==> src/rtl/lab3_cache_bypass_pkg.sv <==
// Shared types for the lab3 cache bypass buffer: memory message formats and drain FSM states.
// Latency: n/a (types only).
// Backpressure: n/a (types only).
package lab3_cache_bypass_pkg;

    // 4-byte memory request: type, opaque tag, address, length, write data.
    typedef struct packed {
        logic [2:0]  type_;
        logic [7:0]  opaque;
        logic [31:0] addr;
        logic [1:0]  len;
        logic [31:0] data;
    } mem_req_4B_t;

    // 4-byte memory response: type, opaque tag, test bits, length, read data.
    typedef struct packed {
        logic [2:0]  type_;
        logic [7:0]  opaque;
        logic [1:0]  test;
        logic [1:0]  len;
        logic [31:0] data;
    } mem_resp_4B_t;

    // Flush sequencing: normal operation, draining, one-cycle completion.
    typedef enum logic [1:0] {
        RUN   = 2'd0,
        DRAIN = 2'd1,
        DONE  = 2'd2
    } state_t;

endpackage

==> src/rtl/lab3_cache_bypass_fifo.sv <==
// Generic circular-buffer FIFO with pointers and an occupancy count.
// Latency: 1 cycle enq-to-deq; output driven from storage, never bypassed.
// Backpressure: enq_rdy = not full at cycle start (a same-cycle deq does not free a slot).
module lab3_cache_bypass_fifo #(
    parameter int unsigned p_width = 8,
    parameter int unsigned p_depth = 2
) (
    input  logic               clk,
    input  logic               reset,
    input  logic               enq_val,
    output logic               enq_rdy,
    input  logic [p_width-1:0] enq_msg,
    output logic               deq_val,
    input  logic               deq_rdy,
    output logic [p_width-1:0] deq_msg
);

    localparam int unsigned PW = (p_depth > 1) ? $clog2(p_depth) : 1;
    localparam int unsigned CW = $clog2(p_depth + 1);
    localparam logic [PW-1:0] LAST_PTR = PW'(p_depth - 1);
    localparam logic [CW-1:0] FULL_CNT = CW'(p_depth);

    logic [p_width-1:0] mem_q [p_depth];
    logic [p_width-1:0] mem_d [p_depth];
    logic [PW-1:0]      wr_ptr_q, wr_ptr_d;
    logic [PW-1:0]      rd_ptr_q, rd_ptr_d;
    logic [CW-1:0]      count_q, count_d;
    logic               enq_fire;
    logic               deq_fire;

    assign enq_rdy  = (count_q != FULL_CNT);
    assign deq_val  = (count_q != '0);
    assign deq_msg  = mem_q[rd_ptr_q];
    assign enq_fire = enq_val && enq_rdy;
    assign deq_fire = deq_val && deq_rdy;

    // Next storage, pointer and occupancy state from this cycle's handshakes.
    always_comb begin
        mem_d    = mem_q;
        wr_ptr_d = wr_ptr_q;
        rd_ptr_d = rd_ptr_q;
        count_d  = count_q;
        if (enq_fire) begin
            mem_d[wr_ptr_q] = enq_msg;
            wr_ptr_d = (wr_ptr_q == LAST_PTR) ? '0 : wr_ptr_q + 1'b1;
        end
        if (deq_fire) begin
            rd_ptr_d = (rd_ptr_q == LAST_PTR) ? '0 : rd_ptr_q + 1'b1;
        end
        if (enq_fire && !deq_fire) begin
            count_d = count_q + 1'b1;
        end else if (!enq_fire && deq_fire) begin
            count_d = count_q - 1'b1;
        end
    end

    // FIFO state register; reset empties the queue.
    always_ff @(posedge clk) begin
        if (reset) begin
            mem_q    <= '{default: '0};
            wr_ptr_q <= '0;
            rd_ptr_q <= '0;
            count_q  <= '0;
        end else begin
            mem_q    <= mem_d;
            wr_ptr_q <= wr_ptr_d;
            rd_ptr_q <= rd_ptr_d;
            count_q  <= count_d;
        end
    end

endmodule

==> src/rtl/lab3_cache_bypass_buf.sv <==
// Buffered processor<->cache bypass with request/response FIFOs, in-flight cap and drain-style flush.
// Latency: 1 cycle minimum per direction (registered FIFOs); 1 transfer/cycle sustained with depth >= 2.
// Backpressure: memreq_rdy drops on full request FIFO or during flush; issue stalls at p_max_outstanding.
// Optional: define LAB3_CACHE_BYPASS_STATS_EN for request/flush counter outputs.
module lab3_cache_bypass_buf
    import lab3_cache_bypass_pkg::*;
#(
    parameter int unsigned p_req_depth       = 2,
    parameter int unsigned p_resp_depth      = 2,
    parameter int unsigned p_max_outstanding = 4
) (
    input  logic         clk,
    input  logic         reset,
    input  logic         memreq_val,
    output logic         memreq_rdy,
    input  mem_req_4B_t  memreq_msg,
    output logic         memresp_val,
    input  logic         memresp_rdy,
    output mem_resp_4B_t memresp_msg,
    output logic         cache_req_val,
    input  logic         cache_req_rdy,
    output mem_req_4B_t  cache_req_msg,
    input  logic         cache_resp_val,
    output logic         cache_resp_rdy,
    input  mem_resp_4B_t cache_resp_msg,
    input  logic         flush,
    output logic         flush_done
`ifdef LAB3_CACHE_BYPASS_STATS_EN
    ,
    output logic [31:0]  stat_req_count,
    output logic [31:0]  stat_flush_count
`endif
);

    localparam int unsigned IW = $clog2(p_max_outstanding + 1);
    localparam logic [IW-1:0] MAX_INFLIGHT = IW'(p_max_outstanding);

    state_t        state_q, state_d;
    logic [IW-1:0] inflight_q, inflight_d;
    logic          reqq_enq_rdy;
    logic          reqq_deq_val;
    logic          issue_ok;
    logic          memreq_fire;
    logic          cache_req_fire;
    logic          cache_resp_fire;
    logic          drained;

    // Responses can only return for issued requests, so capping issue keeps the response FIFO safe.
    assign issue_ok        = (inflight_q < MAX_INFLIGHT);
    assign cache_req_val   = reqq_deq_val && issue_ok;
    assign memreq_fire     = memreq_val && memreq_rdy;
    assign cache_req_fire  = cache_req_val && cache_req_rdy;
    assign cache_resp_fire = cache_resp_val && cache_resp_rdy;
    assign drained         = !reqq_deq_val && (inflight_q == '0) && !memresp_val;

    lab3_cache_bypass_fifo #(
        .p_width ($bits(mem_req_4B_t)),
        .p_depth (p_req_depth)
    ) u_reqq (
        .clk     (clk),
        .reset   (reset),
        .enq_val (memreq_val && (state_q == RUN)),
        .enq_rdy (reqq_enq_rdy),
        .enq_msg (memreq_msg),
        .deq_val (reqq_deq_val),
        .deq_rdy (cache_req_rdy && issue_ok),
        .deq_msg (cache_req_msg)
    );

    lab3_cache_bypass_fifo #(
        .p_width ($bits(mem_resp_4B_t)),
        .p_depth (p_resp_depth)
    ) u_respq (
        .clk     (clk),
        .reset   (reset),
        .enq_val (cache_resp_val),
        .enq_rdy (cache_resp_rdy),
        .enq_msg (cache_resp_msg),
        .deq_val (memresp_val),
        .deq_rdy (memresp_rdy),
        .deq_msg (memresp_msg)
    );

    // Flush FSM: RUN accepts requests; DRAIN waits for all queues and the cache to empty; DONE pulses.
    always_comb begin
        state_d    = state_q;
        memreq_rdy = 1'b0;
        flush_done = 1'b0;
        case (state_q)
            RUN: begin
                memreq_rdy = reqq_enq_rdy;
                if (flush) state_d = DRAIN;
            end
            DRAIN: begin
                if (drained) state_d = DONE;
            end
            DONE: begin
                flush_done = 1'b1;
                state_d    = RUN;
            end
            default: state_d = RUN;
        endcase
    end

    // Outstanding-request count; simultaneous issue and return cancel out.
    always_comb begin
        inflight_d = inflight_q;
        if (cache_req_fire && !cache_resp_fire) begin
            inflight_d = inflight_q + 1'b1;
        end else if (!cache_req_fire && cache_resp_fire) begin
            inflight_d = inflight_q - 1'b1;
        end
    end

    // FSM and in-flight registers; reset drops any outstanding bookkeeping.
    always_ff @(posedge clk) begin
        if (reset) begin
            state_q    <= RUN;
            inflight_q <= '0;
        end else begin
            state_q    <= state_d;
            inflight_q <= inflight_d;
        end
    end

    // A cache response with nothing outstanding means the environment broke the protocol.
    assert property (@(posedge clk) disable iff (reset) !(cache_resp_fire && (inflight_q == '0)));

`ifdef LAB3_CACHE_BYPASS_STATS_EN
    logic [31:0] stat_req_q, stat_req_d;
    logic [31:0] stat_flush_q, stat_flush_d;

    // Free-running wrap-around counters of accepted requests and completed flushes.
    always_comb begin
        stat_req_d   = stat_req_q + {31'd0, memreq_fire};
        stat_flush_d = stat_flush_q + {31'd0, flush_done};
    end

    // Statistics registers, cleared by reset.
    always_ff @(posedge clk) begin
        if (reset) begin
            stat_req_q   <= '0;
            stat_flush_q <= '0;
        end else begin
            stat_req_q   <= stat_req_d;
            stat_flush_q <= stat_flush_d;
        end
    end

    assign stat_req_count   = stat_req_q;
    assign stat_flush_count = stat_flush_q;
`endif

endmodule

==> config.mk <==
export PLATFORM = sky130hd
export DESIGN_NAME = lab3_cache_bypass_buf
export DESIGN_NICKNAME = d
export VERILOG_FILES = /design/src/rtl/lab3_cache_bypass_pkg.sv /design/src/rtl/lab3_cache_bypass_fifo.sv /design/src/rtl/lab3_cache_bypass_buf.sv
export SDC_FILE = /design/constraint.sdc
export NUM_CORES = 1
export LEC_CHECK = 0
export BUFFER_PORTS_ARGS = -buffer_cell sky130_fd_sc_hd__buf_4
export CORE_AREA = 2 2 154 156
export DETAILED_ROUTE_END_ITERATION = 8
export DIE_AREA = 0 0 156 158
export PLACE_DENSITY = 0.86
export SYNTH_ARGS = -nofsm -noshare
export SYNTH_HDL_FRONTEND = slang
export SYNTH_SLANG_ARGS = --single-unit
==> constraint.sdc <==
create_clock -name clk -period 2.81 [get_ports clk]
set_input_delay 0.4215 -clock clk [delete_from_list [all_inputs] [get_ports clk]]
set_output_delay 0.4215 -clock clk [all_outputs]
set_load 0.02 [all_outputs]
# Yosys cells after proc, flatten, opt, wreduce, memory -nomap -nowiden
# Index checks and enable logic that the tools add are counted.
totals:
  ff_bits: 261
  out_inout_bits: 129
op_classes:
  addsub: 10
  order_cmp: 7
  eq_ne: 6
  muxes: 27
  bitwise_logic: 4
  reduce_logical: 33
ops:
  columns: ["op", "n"]
  rows:
  - ["$mux W77", 4]
  - ["$mux W47", 4]
  - ["$bwmux W154", 1]
  - ["$bwmux W94", 1]
  - ["$demux W77 S1", 1]
  - ["$demux W47 S1", 1]
  - ["$logic_and A1 B1 Y1", 18]
  - ["$mux W2", 6]
  - ["$reduce_bool A2 Y1", 5]
  - ["$ge A2 B2 Y1 const B", 4]
  - ["$ne A2 B2 Y1 const B", 4]
  - ["$not A1 Y2", 4]
  - ["$logic_not A1 Y1", 7]
  - ["$mux W1", 6]
  - ["$mux W3", 2]
  - ["$add A1 B1 Y1 const B", 4]
  - ["$add A2 B1 Y2 const B", 2]
  - ["$lt A2 B1 Y1 const B", 2]
  - ["$pmux W2 S2", 1]
  - ["$sub A2 B1 Y2 const B", 2]
  - ["$add A3 B1 Y3 const B", 1]
  - ["$logic_not A3 Y1", 1]
  - ["$lt A3 B3 Y1 const B", 1]
  - ["$sub A3 B1 Y3 const B", 1]
  - ["4 further kinds", 4]

# Depth between registers and ports, before layout
logic_depth:
  ltp_word: 7
  mapped_depth: 8
  depth_no_buf: 8

# Cells and area by module
# Synthesis repeated with hierarchy kept, for this count alone.
hier_totals:
  hier_cells: 1303
  area_unflattened_um2: 12429.4
by_module_without_submodules:
  columns: ["mod", "n_inst", "cells_per_inst", "area_each_um2", "seq_area_each_um2"]
  rows:
  - ["lab3_cache_bypass_fifo at u_reqq", 1, 786, 7478.4, 3163.0]
  - ["lab3_cache_bypass_fifo at u_respq", 1, 489, 4674.5, 1961.9]
  - ["lab3_cache_bypass_buf", 1, 28, 276.5, 100.1]

# Worst setup path before layout
# No wires, ideal clock.
synth_path:
  path_type: "reg2reg"
  from: "reg u_reqq.count_q[1]"
  to: "reg inflight_q[2]"
  setup_ns: 0.070
  t_arrival_ns: 1.976
  required_time_ns: 2.740
  setup_slack_ns: 0.764
  path_stages_with_launch: 9
  n_path_buf: 0
  period_less_slack_ns: 2.046
  path_cell_list: "dfxtp_1 nor2_1 nor3b_1 ha_1 inv_1 fa_1 xor2_1 or3_1 a21oi_1"
synth_via:
  elab_chain_len: 6
synth_lines:
  columns: ["element", "line_no", "rtl"]
  rows:
  - ["from (decl)", "lab3_cache_bypass_fifo.sv:27", "logic [CW-1:0] count_q, count_d;"]
  - ["from (signal assigned)", "lab3_cache_bypass_fifo.sv:68", "count_q <= count_d;"]
  - ["$reduce_bool A2 Y1 (*)", "lab3_cache_bypass_fifo.sv:32", "assign deq_val = (count_q != '0);"]
  - ["$logic_and A1 B1 Y1 (*)", "lab3_cache_bypass_buf.sv:50", "assign cache_req_val = reqq_deq_val && issue_ok;"]
  - ["$logic_and A1 B1 Y1 (*)", "lab3_cache_bypass_buf.sv:52", "assign cache_req_fire = cache_req_val && cache_req_rdy;"]
  - ["$logic_not A1 Y1", "lab3_cache_bypass_buf.sv:110", "end else if (!cache_req_fire && cache_resp_fire) begin"]
  - ["$logic_and A1 B1 Y1", "lab3_cache_bypass_buf.sv:110", null]
  - ["$reduce_bool A2 Y1 (no source line)", null, null]
  - ["to (signal assigned)", "lab3_cache_bypass_buf.sv:122", "inflight_q <= inflight_d;"]
  - ["to (decl)", "lab3_cache_bypass_buf.sv:39", "logic [IW-1:0] inflight_q, inflight_d;"]
# Every way passes the cells marked *; elsewhere a longest branch is shown, timed or not.
# A chain may end at the register's enable or synchronous reset.

==> qor.yml <==
status:
  status: "finished, final reports clean"
final_layout:
  seqCellArea_sq_um: 5230
  diodes: 0
  multiInputGateArea_sq_um: 6630
  fin_nets: 1505
  final_common_cell: "nand2b_1"
  fin_util_pct: 66.7
  fill_cells: 1787
  syn_to_final_growth_pct: 23.6
  drive_above_1_share_pct: 32.8
  layout_common_cells: "nand2b_1, buf_4, dfxtp_1"
logic_synthesis:
  synthCells: 1151
  synth_edf_count: 0
  synth_top_family_by_area: "multiplexers"
  ys.flop_type: "dfxtp_1"
  synth_compound_area_share_pct: 0.594
  syn_area_per_cell_sq_um: 10.8
  synth.mux.area_fraction_pct: 31.4
  syn_area_sq_um: 12400
  yosysSeqAreaShare_pct: 42.0
  yosys.area_share.simple_pct: 20.4
  synth_warnings: 0
  synth_xor_area_share_pct: 0.493
  synth-adder-area-share_pct: 0.463
  synth_cell_type_count: 35
  synth-seq-cells: 261
  syn_nets: 1286
  ys_async_sr_fraction_pct: 0
clock_network:
  post-cts-setup-buffers: 0
  ctsHoldBuffers: 0
  cts_tree: "yes"
  cts.clk_slew.worst_paths_ns: 0.06
  cts.path.max_buffers: 3
  cts_resized: 0
  root_buffer: "clkbuf_16"
  insertion_delay_ns: 0.53
  numClockSinks: 261
  htreeDepth: 1
  cts_made_buffers: 28
power_and_ir_drop:
  p_total_uw: 12100
  seqPwrFrac_pct: 38.0
  pwr-share-clk_pct: 30.8
  ir_drop_uv: 508
  p_per_area_nw_per_um2: 784
  intPower_uw: 8350
  comb_power_share_pct: 31.2
  swShare_pct: 30.7
  netSwitchingPower_uw: 3710
  p_leak_uw: 0.00686
route:
  wirelength_um: 27100
  wl_met3_um: 1450
  postRouteAntennaNets: 0
  avgRoutedWirePerCell_um: 16.1
  top_layer: "met4"
  drc: 0
  post_drt_via_cell_ratio: 5.10
  wl_met2_um: 13000
  drt_pass1_iterations: 4
  met1Wirelength_um: 11800
  drtIter0Drc: 446
  vias: 8582
grt:
  grt_pass1_vias: 8741
  antenna_found_initial: 0
  grt_start_max_net_pins: 124
  grt_first_pass_wirelength_um: 42900
  gr-total-overflow: 0
  grt_usage_pct: 21.0
min_path:
  hold_class: "in2reg"
  hp-start: "flush"
critical_path:
  reg2reg_from: "u_reqq.count_q[1]$_SDFFE_PP0P_"
  startpoint: "u_reqq.rd_ptr_q$_SDFFE_PP0P_"
  critPathKind: "reg2out"
  crit_required_ns: 2.39
  crit_path_start_kind: "flop"
  arrival_ns: 2.09
  crit_fanout: 44
  endpoint_kind: "output port"
timing:
  rsz0062_at_grt: "no"
  setup_tns_ns: 0
  setup_viol: 0
  worst_hold_slack_ns: 0.160
  min_period_over_period_pct: 89.5
  fin_worst_skew_ns: 0.0149
  tightest_slew_ns: 0.678
  worst_slew_margin_rel_pct: 54.8
  finalHoldViolCount: 0
  finalCriticalPeriod_ns: 2.52
  slew_viol_final: 0
  fin_ws_ns: 0.294
  clock.fmax_mhz: 397
die:
  core_sq_um: 23100
  start_util_pct: 54.0
  die_h_um: 158
  rows: 56
  die_w_um: 156
  io_pins: 260
  die_area_sq_um: 24600
placed_design:
  gp_congestion: 0.777
  place_ws_ns: 0.539
  dp_hpwl_um: 17800
  port_buffers: 259
job:
  maxCapViolations: 0
==> synth_stat cells, drive strengths merged, types with 2 or more instances <==
master	number	area, sq um
xor2	7	61.3
buf	42	404
inv	4	15.0
a21oi	6	30.0
nor2	10	40.0
mux2i	249	2490
ha	3	37.5
and3	3	23.8
dfxtp	261	5230
nor2b	2	12.5
or3	3	18.8
clkbuf	43	161
mux2	125	1410
nand2b	374	2350
and4	2	17.5
o21ai	5	25.0
nand4	2	27.5
==> through the flow <==
| stage | cells | area, sq um |
|---|---|---|
| 2_1_floorplan | 1151 | 12400 |
| 3_3_place_gp | 1630 | 14400 |
| 3_5_place_dp | 1630 | 14400 |
| 4_1_cts | 1682 | 15400 |
| 5_1_grt | 1682 | 15400 |
| 6_report | 1682 | 15400 |
==> final timing paths <==
path	to	slack (ns)	depth (start not counted)
worst min-delay path	state_q[0]$_SDFFE_PP0P_	0.16	3
worst min register to register	u_reqq.mem_q[53]$_SDFFE_PP0P_	0.47	2
worst max-delay path	cache_req_msg[66]	0.29	3
worst max register to register	inflight_q[2]$_SDFFE_PP0P_	0.50	8
==> registers in the layout (all words and copies together) (netlist names) <==
signal and flops:
u_respq.wr_ptr_q 1, u_respq.mem_q 94, u_respq.count_q 2, u_reqq.wr_ptr_q 1, u_reqq.count_q 2, state_q 2
inflight_q 3, u_reqq.rd_ptr_q 1, u_reqq.mem_q 154, u_respq.rd_ptr_q 1
==> layer usage <==
metal / vias to the layer above / global-route usage, %
li1: 4292 / -
met1: 4057 / 25.8
met3: 49 / 4.68
met5: - / 0
met2: 184 / 36.6
met4: 0 / 6.99
==> power by group through the flow <==
stage | Combinational, uW | Sequential, uW | Clock (uW)
after detailed placement | 3770 | 4660 | 0
final | 3760 | 4580 | 3710
after global placement | 3710 | 4630 | 0
after global routing | 4020 | 4650 | 3950
after CTS | 3790 | 4590 | 3800
after floorplan | 2790 | 4480 | 0
==> critical path: stages (launching register included) <==
cell,delay (ns)
dfxtp_4,0.78
buf_12,0.24
mux2_2,0.36
buf_4,0.16
==> cell families after synthesis <==
logic type | count (synthesis)
xor gates and xnor gates | 7
buffers and inverters | 89
AOI/OAI and AO/OA | 13
muxes | 374
adders and majority gates | 4
DFF | 261
and+or+nand+nor | 403
==> layout make-up <==
cell class,count,area share [%]
inverter,4,0.0977
tap,290,2.36
multi-input combinational,801,43.2
timing repair buffer,274,14.2
clock inverter,9,0.635
sequential,261,34.0
clock buffer,43,5.52
Power figures use the tool's default switching activity.
